<file path="src/rtl/fpcvt_sched.sv">
// fpcvt_sched: round-robin scheduler that shares one iterative converter.
// The converter turns a 12-bit two's complement sample into an 8-bit float
// {sign, E[2:0], F[3:0]} whose value is F * 2^E.
//
// Ports
//   clk        clock, rising edge
//   rst_n      asynchronous reset, active low
//   req_valid  per-requester "sample available"
//   req_ready  one-hot accept strobe (combinational, IDLE only)
//   req_data   packed samples, sample i = req_data[12*i+11:12*i]
//   out_valid  result available
//   out_ready  consumer accepts result
//   out_id     requester index of the result
//   out_sign   sign bit
//   out_exp    exponent E
//   out_sig    significand F
//   busy       converter occupied (NORM, ROUND or HOLD)
module fpcvt_sched #(
  parameter int NREQ = 4,
  parameter int ID_W = 2
) (
  input  logic              clk,
  input  logic              rst_n,
  input  logic [NREQ-1:0]   req_valid,
  output logic [NREQ-1:0]   req_ready,
  input  logic [12*NREQ-1:0] req_data,
  output logic              out_valid,
  input  logic              out_ready,
  output logic [ID_W-1:0]   out_id,
  output logic              out_sign,
  output logic [2:0]        out_exp,
  output logic [3:0]        out_sig,
  output logic              busy
);

  localparam logic [1:0] S_IDLE  = 2'd0;
  localparam logic [1:0] S_NORM  = 2'd1;
  localparam logic [1:0] S_ROUND = 2'd2;
  localparam logic [1:0] S_HOLD  = 2'd3;

  logic [1:0]      state_q, state_d;
  logic [ID_W-1:0] ptr_q, ptr_d;
  logic [10:0]     mag_q, mag_d;
  logic [2:0]      exp_q, exp_d;
  logic            fifth_q, fifth_d;
  logic            sign_q, sign_d;
  logic [ID_W-1:0] id_q, id_d;

  logic            out_valid_q, out_valid_d;
  logic [ID_W-1:0] out_id_q, out_id_d;
  logic            out_sign_q, out_sign_d;
  logic [2:0]      out_exp_q, out_exp_d;
  logic [3:0]      out_sig_q, out_sig_d;

  logic            gnt_found;
  logic [ID_W-1:0] gnt_idx;
  logic [NREQ-1:0] gnt_vec;
  logic [11:0]     gnt_data;
  logic [10:0]     samp_mag;
  logic [4:0]      rnd_sum;

  // Round-robin search: first the indices at or above the pointer, then the
  // ones below it. Equivalent to scanning ptr, ptr+1, ... mod NREQ.
  always_comb begin
    gnt_found = 1'b0;
    gnt_idx   = '0;
    gnt_vec   = '0;
    gnt_data  = '0;
    for (int unsigned i = 0; i < NREQ; i++) begin
      if (!gnt_found && req_valid[i] && (ID_W'(i) >= ptr_q)) begin
        gnt_found  = 1'b1;
        gnt_idx    = ID_W'(i);
        gnt_vec[i] = 1'b1;
        gnt_data   = req_data[12*i +: 12];
      end
    end
    for (int unsigned i = 0; i < NREQ; i++) begin
      if (!gnt_found && req_valid[i] && (ID_W'(i) < ptr_q)) begin
        gnt_found  = 1'b1;
        gnt_idx    = ID_W'(i);
        gnt_vec[i] = 1'b1;
        gnt_data   = req_data[12*i +: 12];
      end
    end
  end

  // -2048 has no 11-bit magnitude; clamp it to 2047.
  always_comb begin
    if (gnt_data[11]) begin
      samp_mag = (gnt_data == 12'h800) ? 11'h7FF : 11'(-gnt_data);
    end else begin
      samp_mag = gnt_data[10:0];
    end
  end

  always_comb begin
    rnd_sum = {1'b0, mag_q[3:0]} + {4'b0000, fifth_q};
  end

  always_comb begin
    state_d     = state_q;
    ptr_d       = ptr_q;
    mag_d       = mag_q;
    exp_d       = exp_q;
    fifth_d     = fifth_q;
    sign_d      = sign_q;
    id_d        = id_q;
    out_valid_d = out_valid_q;
    out_id_d    = out_id_q;
    out_sign_d  = out_sign_q;
    out_exp_d   = out_exp_q;
    out_sig_d   = out_sig_q;
    case (state_q)
      S_IDLE: begin
        if (gnt_found) begin
          sign_d  = gnt_data[11];
          mag_d   = samp_mag;
          id_d    = gnt_idx;
          exp_d   = '0;
          fifth_d = 1'b0;
          ptr_d   = (gnt_idx == ID_W'(NREQ - 1)) ? '0 : gnt_idx + ID_W'(1);
          state_d = S_NORM;
        end
      end
      S_NORM: begin
        if (|mag_q[10:4]) begin
          mag_d   = mag_q >> 1;
          exp_d   = exp_q + 3'd1;
          fifth_d = mag_q[0];
        end else begin
          state_d = S_ROUND;
        end
      end
      S_ROUND: begin
        out_sign_d = sign_q;
        out_id_d   = id_q;
        // Rounding carry renormalises to 8 * 2^(E+1); at E=7 it saturates.
        if (rnd_sum[4]) begin
          if (exp_q == 3'd7) begin
            out_exp_d = 3'd7;
            out_sig_d = 4'd15;
          end else begin
            out_exp_d = exp_q + 3'd1;
            out_sig_d = 4'd8;
          end
        end else begin
          out_exp_d = exp_q;
          out_sig_d = rnd_sum[3:0];
        end
        out_valid_d = 1'b1;
        state_d     = S_HOLD;
      end
      S_HOLD: begin
        if (out_ready) begin
          out_valid_d = 1'b0;
          state_d     = S_IDLE;
        end
      end
      default: state_d = S_IDLE;
    endcase
  end

  always_ff @(posedge clk or negedge rst_n) begin
    if (!rst_n) begin
      state_q     <= S_IDLE;
      ptr_q       <= '0;
      mag_q       <= '0;
      exp_q       <= '0;
      fifth_q     <= 1'b0;
      sign_q      <= 1'b0;
      id_q        <= '0;
      out_valid_q <= 1'b0;
      out_id_q    <= '0;
      out_sign_q  <= 1'b0;
      out_exp_q   <= '0;
      out_sig_q   <= '0;
    end else begin
      state_q     <= state_d;
      ptr_q       <= ptr_d;
      mag_q       <= mag_d;
      exp_q       <= exp_d;
      fifth_q     <= fifth_d;
      sign_q      <= sign_d;
      id_q        <= id_d;
      out_valid_q <= out_valid_d;
      out_id_q    <= out_id_d;
      out_sign_q  <= out_sign_d;
      out_exp_q   <= out_exp_d;
      out_sig_q   <= out_sig_d;
    end
  end

  // Accept strobe is gated by rst_n so it is low throughout reset.
  always_comb begin
    req_ready = (rst_n && (state_q == S_IDLE)) ? gnt_vec : '0;
    busy      = (state_q != S_IDLE);
    out_valid = out_valid_q;
    out_id    = out_id_q;
    out_sign  = out_sign_q;
    out_exp   = out_exp_q;
    out_sig   = out_sig_q;
  end

endmodule

</file>
<file path="config.mk">
export PLATFORM = sky130hd
export DESIGN_NAME = fpcvt_sched
export DESIGN_NICKNAME = d
export VERILOG_FILES = /design/src/rtl/fpcvt_sched.sv
export SDC_FILE = /design/constraint.sdc
export NUM_CORES = 1
export LEC_CHECK = 0
export BUFFER_PORTS_ARGS = -buffer_cell sky130_fd_sc_hd__buf_2
export CAP_MARGIN = 20
export CORE_MARGIN = 10
export CORE_UTILIZATION = 35
export DETAILED_ROUTE_END_ITERATION = 10
export HOLD_SLACK_MARGIN = 0.03
export MAX_ROUTING_LAYER = met4
export PLACE_DENSITY = 0.53
export SYNTH_ARGS = -nofsm -noshare
export SYNTH_HDL_FRONTEND = slang
export SYNTH_SLANG_ARGS = --single-unit
</file>
<file path="constraint.sdc">
create_clock -name clk -period 7.9 [get_ports clk]
set_input_delay 0.79 -clock clk [delete_from_list [all_inputs] [get_ports clk]]
set_output_delay 0.79 -clock clk [all_outputs]
set_load 0.03 [all_outputs]
</file>
---- Yosys cells after proc, flatten, opt, wreduce, memory -nomap -nowiden ----
Cells that the tools add are included.
cells by class
  $add $sub $neg .......................... 4
  $lt $le $gt $ge ......................... 8
  equality and inequality tests ........... 10
  mux-type cells .......................... 53
  reductions and logical operators ........ 32
operator list
  cell                                                               number
  two-way mux 12 bit                                                 8
  two-way mux 11 bit                                                 4
  case mux 11 bit (2 select lines)                                   1
  two-way mux 2 bit                                                  10
  two-way mux 1 bit                                                  19
  logical AND 1 bit                                                  16
  two-way mux 3 bit                                                  5
  == test 12 bit (second input constant)                             1
  negation 11 bit                                                    1
  two-way mux 4 bit                                                  2
  inequality test 2 bit (second input constant)                      4
  case mux 2 bit (4 select lines)                                    1
  logical NOT 1 bit                                                  7
  OR reduction 7 bit                                                 1
  == test 2 bit (second input constant)                              3
  case mux 3 bit (2 select lines)                                    1
  AND reduction 3 bit                                                2
  nonzero test 2 bit                                                 3
  adder 4 x 1 -> 5 bit                                               1
  greater-or-equal comparator 1 x 2 -> 1 bit (first input constant)  2
  greater-or-equal comparator 2 bit (first input constant)           2
  < comparator 1 x 2 -> 1 bit (first input constant)                 2
  < comparator 2 bit (first input constant)                          2
  case mux 1 bit (2 select lines)                                    2
  other kinds (6)                                                    7
word-level totals
  flip-flop bits (word level) ............. 33
  input port bits ......................... 55
  output and inout bits ................... 16
  word-level logic and storage cells ...... 119

---- Depth between registers and ports, before layout ----
Gate-level depths: netlist of run 1.
  word-level depth ........................ 36
  mapped depth ............................ 13

---- Least setup slack after synthesis of run 1 ----
No wires, ideal clock.
  kind .................................... input to register
  start point ............................. input req_valid[2]
  end point ............................... register mag_q[3]
  arrival ................................. 3.364 ns
  required time ........................... 7.808 ns
  slack ................................... 4.444 ns
  cell stages on the path ................. 13
  buffers on the path ..................... 2
  path through ............................ buf_2 -> o21bai_1 -> a41oi_2 -> buf_2 -> nor2_1 -> a221o_1 -> a21oi_1 -> ha_1 -> nor3b_4 -> nand3_2 -> o41ai_4 -> a21oi_2 -> o31ai_2
on the way
  word-level cells in the longest chain between the ends .. 28
  elaborated cells on any way between the ends .. 37
  those cells by class .................... add/sub (1); eq/ne (2); mux (16); reduce/logical (18)
ends and longest elaborated chain
  element                                                   RTL line  source
  from (decl)                                               24        input logic [NREQ-1:0] req_valid,
  logical AND 1 bit (2 in a row)                            70        if (!gnt_found && req_valid[i] && (ID_W'(i) >= ptr_q)) begin
  two-way mux 1 bit                                         70
  logical NOT 1 bit                                         70
  logical AND 1 bit (2 in a row)                            70
  two-way mux 1 bit                                         70
  logical NOT 1 bit                                         78        if (!gnt_found && req_valid[i] && (ID_W'(i) < ptr_q)) begin
  logical AND 1 bit (2 in a row)                            78
  two-way mux 1 bit                                         78
  (+8 left out)                                             n/a
  logical NOT 1 bit                                         78
  logical AND 1 bit (2 in a row)                            78
  two-way mux 12 bit                                        78
  negation 11 bit / == test 12 bit (equally long branches)  90        samp_mag = (gnt_data == 12'h800) ? 11'h7FF : 11'(-gnt_data);
  two-way mux 11 bit                                        90
  two-way mux 11 bit                                        89        if (gnt_data[11]) begin
  two-way mux 11 bit                                        115       if (gnt_found) begin
  case mux 11 bit (2 select lines)                          113       case (state_q)
  to (signal assigned)                                      180       mag_q <= mag_d;
  to (decl)                                                 43        logic [10:0] mag_q, mag_d;
Several ways; a longest one is shown, not always the timed one. The select of a mux whose other input is x is not followed.
A chain may end at the register's enable or synchronous reset.

---- Worst setup path after layout of run 1 ----
  start point ............................. input req_valid[0]
  end point ............................... register mag_q[8]
on the way
  word-level cells in the longest chain between the ends .. 35
  elaborated cells on any way between the ends .. 46
  those cells by class .................... add/sub (1); eq/ne (2); mux (20); reduce/logical (23)
ends and longest elaborated chain
  element                                                   RTL line
  logical AND 1 bit                                         70
  two-way mux 1 bit                                         70
  logical NOT 1 bit                                         70
  logical AND 1 bit (2 in a row)                            70
  two-way mux 1 bit                                         70
  logical NOT 1 bit                                         70
  logical AND 1 bit (2 in a row)                            70
  two-way mux 1 bit                                         70
  (+16 left out)                                            n/a
  logical NOT 1 bit                                         78
  logical AND 1 bit (2 in a row)                            78
  two-way mux 12 bit                                        78
  negation 11 bit / == test 12 bit (equally long branches)  90
  two-way mux 11 bit                                        90
  two-way mux 11 bit                                        89
  two-way mux 11 bit                                        115
  case mux 11 bit (2 select lines)                          113
Several ways; a longest one is shown, not always the timed one. The select of a mux whose other input is x is not followed.

==> reports/summary.json, run 1 <==
{
  "antennaDiodeCount": {"value": 0},
  "path_clk_slew": {"value": 0.07, "unit": "ns"},
  "postSynthCellCount": {"value": 354},
  "cts_made_buffers": {"value": 5},
  "finalSetupTns": {"value": 0, "unit": "ns"},
  "routedWlPerCell": {"value": 18.2, "unit": "um"},
  "dieArea": {"value": 0.0123, "unit": "mm^2"},
  "globalplace.congestion": {"value": 0.909},
  "sequentialPowerShare": {"value": 25.2, "unit": "%"},
  "total_area_of_multi_input_combinational_cells": {"value": 0.00189, "unit": "mm^2"},
  "clock-root-buffer": {"value": "sky130_fd_sc_hd__clkbuf_8"},
  "seq_area_frac_synth": {"value": 28.6, "unit": "%"},
  "pre_cts_slack": {"value": 3.20, "unit": "ns"},
  "hold_class": {"value": "flip-flop to flip-flop"},
  "post_cts_buffers": {"value": 0},
  "placement.cell_area": {"value": 0.00328, "unit": "mm^2"},
  "leakagePower": {"value": 1.50, "unit": "nW"},
  "switching_power": {"value": 0.648, "unit": "mW"},
  "boundaryPins": {"value": 71},
  "via_count_of_the_first_global_routing_pass": {"value": 2984},
  "setup_viol_count_final": {"value": 0},
  "drv_slew": {"value": 0},
  "areaGrowthSynthToFinish": {"value": 16.8, "unit": "%"},
  "drt_pass1_iterations": {"value": 5},
  "min_clock_period_post_route": {"value": 4.41, "unit": "ns"},
  "hold_viol": {"value": 0},
  "grt_remaining_overflow": {"value": 0},
  "grt_max_degree": {"value": 35},
  "fmax": {"value": 0.227, "unit": "GHz"},
  "die_h": {"value": 111, "unit": "um"},
  "final_core_utilization": {"value": 41.4, "unit": "%"},
  "insertion_delay": {"value": 0.29, "unit": "ns"},
  "timing_worst_slew_pin_value": {"value": 0.878, "unit": "ns"},
  "clock_tree.buffer_depth": {"value": 2},
  "synth_seq_cells": {"value": 33},
  "period_share": {"value": 55.8, "unit": "%"},
  "vias": {"value": 2957},
  "synth_async_sr_flop_share": {"value": 100, "unit": "%"},
  "powerDensity": {"value": 385, "unit": "mW/mm^2"},
  "vias_per_cell": {"value": 5.73},
  "yosys.cell_types.count": {"value": 72},
  "synth.most_common_cell": {"value": "sky130_fd_sc_hd__nand2_1"},
  "setup_slack": {"value": 3.49, "unit": "ns"},
  "port_buffers": {"value": 70},
  "gate_power_share": {"value": 64.8, "unit": "%"},
  "initialDrtViolationCount": {"value": 178},
  "average_size_of_a_mapped_cell": {"value": 8.15, "unit": "um^2"},
  "stdcell_count": {"value": 516},
  "number_of_flops_mapped_to_enable_cells_by_yosys": {"value": 0},
  "yosys.area.top_type": {"value": "sky130_fd_sc_hd__dfrtp_1"},
  "setup_repair_after_global_routing_missed_its_margin": {"value": "false"},
  "worst_vdd_drop": {"value": 0.000238, "unit": "V"},
  "detailedPlacementHpwl": {"value": 7290, "unit": "um"},
  "post_synthesis_instance_area": {"value": 0.00289, "unit": "mm^2"},
  "drv_cap": {"value": 0},
  "power_switching_share": {"value": 50.0, "unit": "%"},
  "status": {"value": "completed"},
  "synth-main-ff-cell": {"value": "sky130_fd_sc_hd__dfrtp_1"},
  "synth-warning-count": {"value": 0},
  "finalClockSkew": {"value": 0.00676, "unit": "ns"},
  "final.hold.worst_slack": {"value": 0.481, "unit": "ns"},
  "drt_drc_violations_left": {"value": 0},
  "cts_tree": {"value": "done"},
  "timing.slew.headroom": {"value": 41.3, "unit": "%"},
  "initial_core_util": {"value": 35.5, "unit": "%"},
  "worst_setup_path_start_kind": {"value": "input port"},
  "track_usage": {"value": 15.5, "unit": "%"},
  "yosys-top-cells-area": {"value": "sky130_fd_sc_hd__dfrtp_1 (29%), sky130_fd_sc_hd__nand2_1 (5.6%), sky130_fd_sc_hd__ha_1 (4.8%), sky130_fd_sc_hd__nor2_1 (4.3%), sky130_fd_sc_hd__o21ai_0 (3.3%)"},
  "finalWirelength": {"value": 9370, "unit": "um"},
  "cp.arrival": {"value": 4.61, "unit": "ns"},
  "drt.antenna.violating_nets": {"value": 0},
  "layout-drive-gt1-share": {"value": 25.3, "unit": "%"},
  "final_cell_area": {"value": 0.00337, "unit": "mm^2"},
  "share_clk_of_total_power": {"value": 10.0, "unit": "%"},
  "cts_resized": {"value": 0},
  "row_count": {"value": 33},
  "die_width": {"value": 111, "unit": "um"},
  "cts.sinks": {"value": 33},
  "ff_latch_area": {"value": 826, "unit": "um^2"},
  "cp_max_fo": {"value": 15},
  "place.detailed.instances": {"value": 509},
  "initial_antenna_violation_count": {"value": 0},
  "total_power": {"value": 1.30, "unit": "mW"},
  "worstSetupEndpointType": {"value": "flip-flop"},
  "cts_hold_repair.buffers": {"value": 0},
  "cts_htree_levels": {"value": 2},
  "cellInternalPower": {"value": 0.648, "unit": "mW"},
  "post_synthesis_net_count": {"value": 420},
  "timing_worst_setup_path_type": {"value": "input port to flip-flop"},
  "num-nets-final": {"value": 477},
  "synth.top_cells.by_count": {"value": "sky130_fd_sc_hd__nand2_1 (43), sky130_fd_sc_hd__dfrtp_1 (33), sky130_fd_sc_hd__nor2_1 (33), sky130_fd_sc_hd__o21ai_0 (19)"},
  "fillers": {"value": 830},
  "critical_path_required": {"value": 8.11, "unit": "ns"},
  "wire_length_of_the_first_global_routing_pass": {"value": 15500, "unit": "um"},
  "area_of_the_placeable_core": {"value": 0.00813, "unit": "mm^2"},
  "synthDominantCellAreaShare": {"value": 28.6, "unit": "%"}
}
worst paths after layout:
kind	start	endpoint	slack, ns	depth (start not counted)
worst max-delay path	req_valid[0]	mag_q[8]	3.49	12
worst min-delay path	sign_q	sign_q	0.48	2
worst max register to register	ptr_q[0]	mag_q[8]	3.70	11
worst min register to register	sign_q	sign_q	0.48	2
max in group asynchronous	rst_n	state_q[1]	7.05	2
min in group asynchronous	rst_n	mag_q[6]	0.51	2
state kept, by name, indices dropped and copies added, names as in the netlist, 2 cells and up:
| register | flops |
|---|---|
| mag_q | 11 |
| out_sig | 4 |
| exp_q | 3 |
| out_exp | 3 |
| id_q | 2 |
| out_id | 2 |
| ptr_q | 2 |
| state_q | 2 |
layout by cell type (no fill, tap or decap), types with 3 or more instances in the layout:
master	Yosys	layout
sky130_fd_sc_hd__a211oi_1	5	5
sky130_fd_sc_hd__a21oi_1	17	17
sky130_fd_sc_hd__a22o_1	6	6
sky130_fd_sc_hd__a31oi_1	7	7
sky130_fd_sc_hd__a32oi_1	4	4
sky130_fd_sc_hd__and3_1	3	3
sky130_fd_sc_hd__and3b_1	3	3
sky130_fd_sc_hd__buf_2	10	70
sky130_fd_sc_hd__clkbuf_8	0	6
sky130_fd_sc_hd__dfrtp_1	33	33
sky130_fd_sc_hd__ha_1	11	11
sky130_fd_sc_hd__inv_1	17	17
sky130_fd_sc_hd__mux2_2	8	8
sky130_fd_sc_hd__nand2_1	43	43
sky130_fd_sc_hd__nand2b_1	7	7
sky130_fd_sc_hd__nand3_1	15	15
sky130_fd_sc_hd__nand3b_1	4	4
sky130_fd_sc_hd__nor2_1	33	33
sky130_fd_sc_hd__nor3_1	4	4
sky130_fd_sc_hd__o21a_1	4	4
sky130_fd_sc_hd__o21ai_0	19	19
sky130_fd_sc_hd__o21ai_1	8	8
sky130_fd_sc_hd__o22ai_1	10	10
sky130_fd_sc_hd__or3_1	4	4
sky130_fd_sc_hd__xnor2_1	5	5
worst max-delay path, cell delays in order:
cell and delay (ns):
sky130_fd_sc_hd__buf_2 0.24, sky130_fd_sc_hd__nor2b_1 0.73, sky130_fd_sc_hd__o21ai_1 0.31, sky130_fd_sc_hd__and2_0 0.35, sky130_fd_sc_hd__a211o_1 0.33, sky130_fd_sc_hd__a21oi_1 0.24
sky130_fd_sc_hd__ha_1 0.22, sky130_fd_sc_hd__nor3b_4 0.27, sky130_fd_sc_hd__nand3_2 0.15, sky130_fd_sc_hd__o41ai_4 0.65, sky130_fd_sc_hd__o22ai_1 0.18, sky130_fd_sc_hd__o21ai_1 0.14
per-layer routing:
metal	vias up	routed length, um	global-route usage, %
met5	-	0	-
met4	0	127	3.65
met3	15	386	2.76
met2	103	4350	23.3
met1	1417	4510	21.1
li1	1422	-	-
logic make-up after synthesis:
group                    count (synthesis)  synth area share [%]
AND/OR/NAND/NOR                        136                  24.7
AO/OA/AOI/OAI                          119                  30.8
adder cells (fa/ha/maj)                 11                  4.77
multiplexers                            10                  3.82
XOR/XNOR                                 5                  1.52
flip-flops                              33                  28.6
buffers and inverters                   40                  5.77
power by group through the flow:
stage | clock (mW) | sequential (mW) | combinational (mW)
2_1_floorplan | 0 | 0.343 | 0.626
3_3_place_gp | 0 | 0.327 | 0.835
3_5_place_dp | 0 | 0.329 | 0.841
4_1_cts | 0.136 | 0.326 | 0.843
5_1_grt | 0.147 | 0.341 | 0.938
6_report | 0.130 | 0.326 | 0.840
cell type report:
| cell class | instances | share of cell area, % |
|---|---|---|
| well taps | 105 | 3.90 |
| inverters | 18 | 2.01 |
| clock buffers | 7 | 2.56 |
| multi-input cells | 281 | 56.2 |
| flip-flops and latches | 33 | 24.5 |
| repair buffers | 72 | 10.8 |
Note: power is estimated with default switching activity, not from simulation.
==> run 2: changes to the inputs <==
clock period = 4.2 ns   (was 7.9 ns; I/O delays follow)
==> run 2 against run 1 <==
  * Largest cell class unchanged
  * Sequential power grew 86%
  * Wire length grew 0.97%
  * Via count grew 2.4%
  * Critical endpoint is now mag_q[2]
  * Global-route usage shrank 0.23 points
==> reports/summary.json, run 2 (synthesis gave the netlist of run 1 again) <==
{
  "worst_setup_path_startpoint": {"value": "ptr_q[1]"},
  "clock_tree.buffer_depth": {"value": 2, "change": "unchanged"},
  "dieArea": {"value": 0.0123, "unit": "mm^2", "change": "unchanged"},
  "endpoint": {"value": "mag_q[2]"},
  "min_clock_period_post_route": {"value": 3.77, "unit": "ns"},
  "cp_cell_sequence": {"value": "buf_4 -> o21bai_1 -> nand2_1 -> or2_1 -> nor2_1 -> o311a_1 -> ha_1 -> nor3b_4 -> nand3_2 -> o41ai_4 -> o22ai_1 -> o21ai_1"},
  "initial_core_util": {"value": 35.5, "unit": "%", "change": "unchanged"},
  "cts_made_buffers": {"value": 5, "change": "unchanged"},
  "vias_per_cell": {"value": 5.79, "change": "+1.1%"},
  "grt_max_degree": {"value": 35, "change": "unchanged"},
  "path_clk_slew": {"value": 0.07, "unit": "ns", "change": "about the same"},
  "boundaryPins": {"value": 71, "change": "unchanged"},
  "worst_setup_path_start_kind": {"value": "flip-flop"},
  "hold_class": {"value": "input port to asynchronous set/reset pin"},
  "area_of_the_placeable_core": {"value": 0.00813, "unit": "mm^2", "change": "unchanged"},
  "die_width": {"value": 111, "unit": "um", "change": "unchanged"},
  "powerDensity": {"value": 725, "unit": "mW/mm^2", "change": "+89%"},
  "timing_worst_slew_pin_value": {"value": 0.632, "unit": "ns", "change": "-0.246 ns"},
  "fmax": {"value": 0.265, "unit": "GHz"},
  "met1_length": {"value": 4490, "unit": "um", "change": "-0.60%"},
  "globalplace.congestion": {"value": 0.979, "change": "+7.7%"},
  "vias": {"value": 3029, "change": "+2.4%"},
  "worstReg2RegStart": {"value": "ptr_q[1]"},
  "drv_cap": {"value": 0, "change": "unchanged"},
  "timing.slew.headroom": {"value": 57.5, "unit": "%", "change": "+16 points"},
  "largest_register_ffs": {"value": 11, "change": "unchanged"},
  "initialDrtViolationCount": {"value": 199, "change": "+12%"},
  "initial_antenna_violation_count": {"value": 0, "change": "unchanged"},
  "via_count_of_the_first_global_routing_pass": {"value": 3072, "change": "+2.9%"},
  "worst_path_largest_cell_delay": {"value": 0.62, "unit": "ns", "change": "-0.11 ns"},
  "cp_top_family": {"value": "compound AO/OA/AOI/OAI gates"},
  "post_cts_buffers": {"value": 0, "change": "unchanged"},
  "finalClockSkew": {"value": 0.00738, "unit": "ns", "change": "+0.000616 ns"},
  "detailedPlacementHpwl": {"value": 7380, "unit": "um", "change": "+1.3%"},
  "cp_max_fo": {"value": 13, "change": "-2"},
  "drt_pass1_iterations": {"value": 5, "change": "unchanged"},
  "layout-drive-gt1-share": {"value": 26.6, "unit": "%", "change": "+1.3 points"},
  "finalSetupTns": {"value": 0, "unit": "ns", "change": "unchanged"},
  "cts_tree": {"value": "done"},
  "setup_repair_after_global_routing_missed_its_margin": {"value": "false"},
  "cp.arrival": {"value": 3.98, "unit": "ns", "change": "-0.63 ns"},
  "drt_drc_violations_left": {"value": 0, "change": "unchanged"},
  "period_share": {"value": 89.8, "unit": "%"},
  "highest_metal_layer_with_signal_wires": {"value": "met4"},
  "final_core_utilization": {"value": 42.1, "unit": "%", "change": "+0.65 points"},
  "layout_common_cells": {"value": "sky130_fd_sc_hd__buf_2 (70), sky130_fd_sc_hd__nand2_1 (43), sky130_fd_sc_hd__nor2_1 (33), sky130_fd_sc_hd__dfrtp_1 (33), sky130_fd_sc_hd__o21ai_0 (19)"},
  "finalWirelength": {"value": 9460, "unit": "um", "change": "+0.97%"},
  "die_h": {"value": 111, "unit": "um", "change": "unchanged"},
  "wire_length_of_the_first_global_routing_pass": {"value": 15600, "unit": "um", "change": "+0.17%"},
  "track_usage": {"value": 15.3, "unit": "%", "change": "-0.23 points"},
  "cts_resized": {"value": 0, "change": "unchanged"},
  "drv_slew": {"value": 0, "change": "unchanged"},
  "areaGrowthSynthToFinish": {"value": 18.6, "unit": "%"},
  "critical_path_required": {"value": 4.41, "unit": "ns", "change": "-3.70 ns"},
  "worst_vdd_drop": {"value": 0.000320, "unit": "V", "change": "+35%"},
  "critical-path-slowest-cell": {"value": "sky130_fd_sc_hd__dfrtp_1"},
  "timing_worst_setup_path_type": {"value": "flip-flop to flip-flop"},
  "commonest_non_fill_non_tap_cell_in_the_layout": {"value": "sky130_fd_sc_hd__buf_2"},
  "worstReg2RegEnd": {"value": "mag_q[2]"},
  "largest_register": {"value": "mag_q"},
  "reg2reg_slack": {"value": 0.43, "unit": "ns", "change": "-3.27 ns"},
  "num-nets-final": {"value": 484, "change": "+1.5%"},
  "grt_remaining_overflow": {"value": 0, "change": "unchanged"},
  "cts_hold_repair.buffers": {"value": 0, "change": "unchanged"},
  "cts_htree_levels": {"value": 2, "change": "unchanged"},
  "clock-root-buffer": {"value": "sky130_fd_sc_hd__clkbuf_8"},
  "routedWlPerCell": {"value": 18.1, "unit": "um", "change": "-0.38%"},
  "leakagePower": {"value": 1.53, "unit": "nW", "change": "+2.2%"},
  "worstSetupEndpointType": {"value": "flip-flop"},
  "r2r_cells": {"value": 12, "change": "+1"},
  "status": {"value": "completed"},
  "antennaDiodeCount": {"value": 0, "change": "unchanged"},
  "met3_length": {"value": 476, "unit": "um", "change": "+23%"},
  "insertion_delay": {"value": 0.28, "unit": "ns", "change": "about the same"},
  "row_count": {"value": 33, "change": "unchanged"},
  "cts.sinks": {"value": 33, "change": "unchanged"},
  "port_buffers": {"value": 70, "change": "unchanged"},
  "worstPathBufferInverterCount": {"value": 1, "change": "unchanged"},
  "wl_met2": {"value": 4330, "unit": "um", "change": "-0.30%"},
  "setup_viol_count_final": {"value": 0, "change": "unchanged"},
  "worst-path-stages": {"value": 12, "change": "unchanged"},
  "hold_viol": {"value": 0, "change": "unchanged"},
  "drt.antenna.violating_nets": {"value": 0, "change": "unchanged"}
}
## run 2: power breakdown
group	leakage [nW]	switching, mW	internal, mW
logic	1.08	0.977	0.655
clock network	0.0443	0.111	0.130
registers	0.406	0.137	0.471
total	1.53	1.23	1.26
## run 2: how the worst min path moves through the flow
stage / slack (ns) / endpoint
3_5_place_dp: 0.47 / fifth_q
6_report: 0.16 / mag_q[6]
3_3_place_gp: 0.47 / fifth_q
2_1_floorplan: 0.12 / exp_q[0]
5_1_grt: 0.21 / mag_q[6]
4_1_cts: 0.18 / mag_q[4]
## run 2: layout make-up
cell class,instances,area [um^2]
fill,826,4710
multi-input combinational,281,1890
sequential,33,826
timing repair buffer,79,418
tap,105,131
clock buffer,7,86.3
inverter,18,67.6
## run 2: per-layer routing
| metal | up-vias | track usage, % |
|---|---|---|
| met2 | 114 | 23.2 |
| met3 | 19 | 3.25 |
| met4 | 0 | 4.60 |
| met1 | 1458 | 19.9 |
| li1 | 1438 | - |
| met5 | - | - |
## run 2: through the flow
stage	hold slack, ns	total power [mW]	setup slack, ns	std cells	instance area (um^2)
2_1_floorplan	0.124	1.82	1.11	354	2890
3_3_place_gp	0.469	2.23	0.559	516	3340
3_5_place_dp	0.475	2.25	0.492	516	3340
4_1_cts	0.179	2.49	0.466	523	3420
5_1_grt	0.213	2.72	0.103	523	3420
6_report	0.162	2.48	0.428	523	3420
